--- src/rtl/sti_rx.sv ---
// STI serial receiver: rebuilds the 16-bit parallel word from 8/16/24/32-bit
// serial frames. It also flags frame aborts, stray bits and non-zero pad bits.
module sti_rx #(
    parameter int CNT_W = 8
) (
    input  logic             clk,
    input  logic             reset,
    input  logic             cfg_load,
    input  logic [1:0]       cfg_length,
    input  logic             cfg_msb,
    input  logic             cfg_low,
    input  logic             cfg_fill,
    input  logic             si_data,
    input  logic             si_valid,
    output logic [15:0]      po_data,
    output logic             po_valid,
    output logic             pad_err,
    output logic             po_err,
    output logic             busy,
    output logic [CNT_W-1:0] frame_cnt
);

    typedef enum logic [1:0] {S_IDLE, S_ARMED, S_RECV, S_DONE} state_t;
    typedef enum logic [1:0] {LEN_8, LEN_16, LEN_24, LEN_32} len_t;

    state_t            state_q, state_d;
    len_t              len_q;
    logic              msb_q, low_q, fill_q;
    logic [4:0]        cnt_q;
    logic [31:0]       frame_q, frame_d;
    logic [15:0]       po_data_q;
    logic              pad_err_q, po_err_q, po_err_d;
    logic [CNT_W-1:0]  frame_cnt_q;

    logic              cfg_accept;
    logic              capture;
    logic [4:0]        wr_pos;
    logic [15:0]       payload;
    logic              pad;

    assign cfg_accept = (state_q == S_IDLE) && cfg_load;
    assign capture    = si_valid && ((state_q == S_ARMED) || (state_q == S_RECV));

    // cnt_q counts down from L-1, so for MSB-first it is the frame bit index
    // directly, and for LSB-first the index is (L-1) - cnt_q.
    assign wr_pos = msb_q ? cnt_q : ({len_q, 3'b111} - cnt_q);

    // ---------------- FSM: state register ----------------
    // NOTE: sequential state uses non-blocking (<=) so every register samples
    // pre-edge values; blocking here would create order-dependent races.
    always_ff @(posedge clk or negedge reset) begin
        if (!reset) begin
            state_q <= S_IDLE;
        end else begin
            state_q <= state_d;
        end
    end

    // ---------------- FSM: next-state logic ----------------
    // NOTE: every combinational output gets a default first; a path that leaves
    // a variable unassigned infers a latch.
    always_comb begin
        state_d = state_q;
        unique case (state_q)
            S_IDLE:  if (cfg_load) state_d = S_ARMED;
            S_ARMED: if (si_valid) state_d = S_RECV;
            S_RECV: begin
                if (!si_valid)        state_d = S_IDLE;
                else if (cnt_q == '0) state_d = S_DONE;
            end
            S_DONE:  state_d = S_IDLE;
            default: state_d = S_IDLE;
        endcase
    end

    // ---------------- FSM: state-decoded outputs ----------------
    always_comb begin
        po_valid = 1'b0;
        busy     = 1'b0;
        unique case (state_q)
            S_ARMED, S_RECV: busy     = 1'b1;
            S_DONE:          po_valid = 1'b1;
            default: ;
        endcase
    end

    // Aborts and stray bits are reported in the cycle after they are seen.
    always_comb begin
        po_err_d = 1'b0;
        unique case (state_q)
            S_IDLE:  po_err_d = si_valid;
            S_RECV:  po_err_d = !si_valid;
            S_DONE:  po_err_d = si_valid;
            default: po_err_d = 1'b0;
        endcase
    end

    // ---------------- Frame assembly ----------------
    always_comb begin
        frame_d = frame_q;
        if (cfg_accept) begin
            frame_d = '0;
        end else if (capture) begin
            frame_d[wr_pos] = si_data;
        end
    end

    // Extraction works on frame_d so the final bit is included in the same
    // edge that enters DONE.
    always_comb begin
        payload = frame_d[15:0];
        pad     = 1'b0;
        unique case (len_q)
            LEN_8:  payload = low_q ? {frame_d[7:0], 8'h00} : {8'h00, frame_d[7:0]};
            LEN_16: payload = frame_d[15:0];
            LEN_24: begin
                payload = fill_q ? frame_d[23:8] : frame_d[15:0];
                pad     = fill_q ? |frame_d[7:0] : |frame_d[23:16];
            end
            LEN_32: begin
                payload = fill_q ? frame_d[31:16] : frame_d[15:0];
                pad     = fill_q ? |frame_d[15:0] : |frame_d[31:16];
            end
            default: ;
        endcase
    end

    // ---------------- Datapath registers ----------------
    always_ff @(posedge clk or negedge reset) begin
        if (!reset) begin
            len_q       <= LEN_8;
            msb_q       <= 1'b0;
            low_q       <= 1'b0;
            fill_q      <= 1'b0;
            cnt_q       <= '0;
            frame_q     <= '0;
            po_data_q   <= '0;
            pad_err_q   <= 1'b0;
            po_err_q    <= 1'b0;
            frame_cnt_q <= '0;
        end else begin
            frame_q  <= frame_d;
            po_err_q <= po_err_d;
            if (cfg_accept) begin
                len_q  <= len_t'(cfg_length);
                msb_q  <= cfg_msb;
                low_q  <= cfg_low;
                fill_q <= cfg_fill;
                cnt_q  <= {cfg_length, 3'b111};
            end else if (capture) begin
                cnt_q <= cnt_q - 5'd1;
            end
            if (state_d == S_DONE) begin
                po_data_q   <= payload;
                pad_err_q   <= pad;
                frame_cnt_q <= frame_cnt_q + CNT_W'(1);
            end
        end
    end

    assign po_data   = po_data_q;
    assign pad_err   = pad_err_q;
    assign po_err    = po_err_q;
    assign frame_cnt = frame_cnt_q;

endmodule

--- config.mk ---
export PLATFORM = sky130hd
export DESIGN_NAME = sti_rx
export DESIGN_NICKNAME = d
export VERILOG_FILES = /design/src/rtl/sti_rx.sv
export SDC_FILE = /design/constraint.sdc
export NUM_CORES = 1
export LEC_CHECK = 0
export ABC_AREA = 0
export CORE_UTILIZATION = 25
export DETAILED_ROUTE_END_ITERATION = 16
export HOLD_SLACK_MARGIN = 0.02
export MAX_ROUTING_LAYER = met4
export SLEW_MARGIN = 15
export SYNTH_ARGS = -nofsm -noshare
export SYNTH_HDL_FRONTEND = slang
export SYNTH_SLANG_ARGS = --single-unit
--- constraint.sdc ---
create_clock -name clk -period 7 [get_ports clk]
set_input_delay 1.4 -clock clk [delete_from_list [all_inputs] [get_ports clk]]
set_output_delay 1.4 -clock clk [all_outputs]
set_load 0.05 [all_outputs]
==> results.md <==
- Status: finished, final reports clean
- Hold_sp: po_data[9]
- Cell variety after synth: 66
- Period utilization: 53.9%
- CP Cell Sequence: clkdlybuf4s50_1 > and2_1 > o21a_1 > nand2_2 > mux2i_1 > nor2_1 > mux2_2 > a222oi_1 > o21ai_1
- Cell Area, Synth: 0.00398 mm2
- CP Depth: 9
- Layout cells sized above 1: 11.2%
- Drc violations: 0
- Vert. Die Dim: 128 um
- Inserted Clock Buffers: 9
- Final WL: 11.0 mm
- Nets: 460
- H-tree levels: 3
- Sw Pwr: 969 uW
- Via density: 5.18
- Prevailing post-synth register cell: dfrtp_1
- Wire per inst: 16.7 um
- Row count: 45
- Crit path buf inv count: 1
- Io pins: 38
- CP required: 7.20 ns
- R2R Setup Slk: 3.26 ns
- # Max-Cap Violations: 0
- Total negative slack: 0 ns
- Ys Warns: 0
- Hold slack: 0.480 ns
- Syn Area/Cell: 9.50 um2
- Worst hold path class: flip-flop to flip-flop
- Largest stage delay, worst path: 0.57 ns
- Vias: 3396
- CTS hold repair buffers: 0
- Clock tree buffer depth: 2
- FF-to-FF Start: len_q[0]
- Register area share after synthesis: 44.0%
- Worst Path Arrival: 3.98 ns
- Die Span X: 128 um
- Vias in the first global route: 3381
- Die area: 0.0164 mm2
- Final core utilization: 31.0%
- Finish-stage setup viols: 0
- Largest delay contributor family on the critical path: compound AO/OA/AOI/OAI gates
- CTS tree: built
- Reg2reg path depth: 10
- Asr flop ratio synth: 100%
- Gr usage total: 14.8%
- Layout fillers: 1570
- Reg power frac: 30.9%
- RSZ-0062 raised after global routing: false
- Setup CP Type: input port to flip-flop
- Synth-to-Final Area Change: 19.8%
- CP Max Fanout: 10
- Power share of the clock group: 19.9%
- Critical R2R Capture: po_data[14]
- Worst-Skew Late Latency: 0.33 ns
- Hold endpoint: po_data[9]
- Combinational power share: 49.2%
- Final Power: 2.07 mW
- Drt pass-1 iters: 5
- Highest clock rate: 0.265 GHz
- Final Skew: 0.00463 ns
- Starting Density: 25.9%
- Setup bufs post-CTS: 0
- Antenna viol nets, final: 0
- ANT cells: 0
- Switching Fraction: 46.9%
- Rel. slew slack: 36.1%
- IO Port Bufs: 37
- Pin count of the biggest net entering global routing: 71
- Clock Pin Slew Worst Setup and Hold Paths: 0.05 ns
- Tmin final: 3.77 ns
- HPWL Detailed: 7.72 mm
- Worst Setup End Kind: flip-flop
- Grt ovf: 0
- Core Footprint: 0.0154 mm2
- GP Congestion: 0.958
- Slew Limit Fails: 0
- #FFs+latches synth: 70
- 1st-iter DRT viols: 210
- Element type at the critical path start: input port
- Initial antenna violation count: 0
- Syn Nets: 437
- Worst-path cell with the longest stage delay: clkdlybuf4s50_1
- CTS Sinks: 70
- Worst slew pin tran: 0.957 ns
- Pwr dens: 433 mW/mm2
- EDFF count, synth: 0
- First-pass GRT wire length: 18.2 mm
- Cell-internal power: 1.10 mW
- Depth of the worst hold-timing path: 2
- Peak supply drop: 241 uV
- Root buffer cell: clkbuf_16
- Final hold violation count: 0
- Post-cts resize count: 0
- Leakage: 1.97 nW
- Post-Syn Instances: 419
## worst register-to-register path: stages, from the launching register on
cell and delay [ns]:
dfrtp_1 0.61, inv_1 0.55, ha_1 0.55, or3b_2 0.50
o32ai_2 0.28, nand2_1 0.12, mux2i_1 0.19, nand2_1 0.12
o21ai_0 0.10, a222oi_1 0.46, o21ai_0 0.12
## area by class of cell
| type | instances | area [um2] | area share [%] |
|---|---|---|---|
| Inverter | 12 | 45.0 | 0.944 |
| Clock inverter | 4 | 25.0 | 0.525 |
| Timing Repair Buffer | 40 | 388 | 8.13 |
| Tap cell | 211 | 264 | 5.53 |
| Sequential cell | 70 | 1750 | 36.7 |
| Multi-Input combinational cell | 309 | 2060 | 43.1 |
| Clock buffer | 10 | 239 | 5.01 |
## synth_stat cells, drive strengths merged, types with 4 or more instances
cell	number	area [um2]
mux2i	16	160
a22o	4	35.0
nand3	28	140
and3b	4	35.0
nand2	62	235
nand3b	4	30.0
mux2	10	113
a32oi	4	35.0
and2	5	31.3
o21a	4	30.0
o21ai	53	277
dfrtp	70	1750
ha	8	100
nor3	6	30.0
a21oi	17	100
nor4	7	43.8
buf	11	63.8
clkbuf	17	63.8
xnor2	8	70.1
inv	12	45.0
nor2	12	47.6
## metrics by stage
stage                     area, um2  std cells  setup WS (ns)
after floorplan                3980        419           4.03
after global placement         4510        642           2.88
after detailed placement       4510        642           2.89
after CTS                      4770        656           3.24
after global routing           4770        656           2.95
final                          4770        656           3.23
## layer usage
metal / wire, um / part of all wire [%] / GRT usage [%] / vias to the layer above
li1: - / - / - / 1563
met1: 4820 / 44 / 18.6 / 1638
met2: 5190 / 47 / 22.9 / 167
met3: 681 / 6.2 / 2.96 / 28
met4: 296 / 2.7 / 6.51 / 0
met5: 0 / 0 / - / -
## placed cells by master (no fill, tap or decap), types with 8 or more instances in the layout
cell type,n
dfrtp_1,70
clkdlybuf4s50_1,36
mux2_2,10
clkbuf_16,9
mux2i_1,16
nand2_1,61
ha_1,8
inv_1,12
xnor2_1,8
nand3_1,28
o21ai_0,46
a21oi_1,13
nor2_1,11
## power by group through the flow
stage                     registers [mW]  clock network, mW  logic [mW]
after detailed placement           0.641                  0        1.00
after global placement             0.638                  0       0.997
after CTS                          0.635              0.420        1.01
after global routing               0.656              0.438        1.10
final                              0.638              0.410        1.02
after floorplan                    0.671                  0       0.697
## kinds of logic after synthesis
logic type / share of synthesized area, %
simple gates: 17.9
flops: 44.0
fa+ha+maj: 2.51
buf+inv: 4.34
mux: 6.85
xor+xnor: 3.65
compound gates: 20.7
## registers in the layout, summed over array words and instances, names as in the netlist
signal,cells
fill_q,1
cnt_q,5
frame_cnt,8
msb_q,1
len_q,2
frame_q,32
state_q,2
po_data,16
low_q,1
pad_err,1
po_err,1
## worst max path at each step
| stage | startpoint | to | slack [ns] |
|---|---|---|---|
| 2_1_floorplan | si_valid | po_data[11] | 4.03 |
| 3_3_place_gp | si_valid | po_data[11] | 2.88 |
| 3_5_place_dp | si_valid | po_data[11] | 2.89 |
| 4_1_cts | si_valid | po_data[11] | 3.24 |
| 5_1_grt | si_valid | po_data[11] | 2.95 |
| 6_report | si_valid | po_data[11] | 3.23 |
Note: power is estimated with default switching activity, not from simulation.
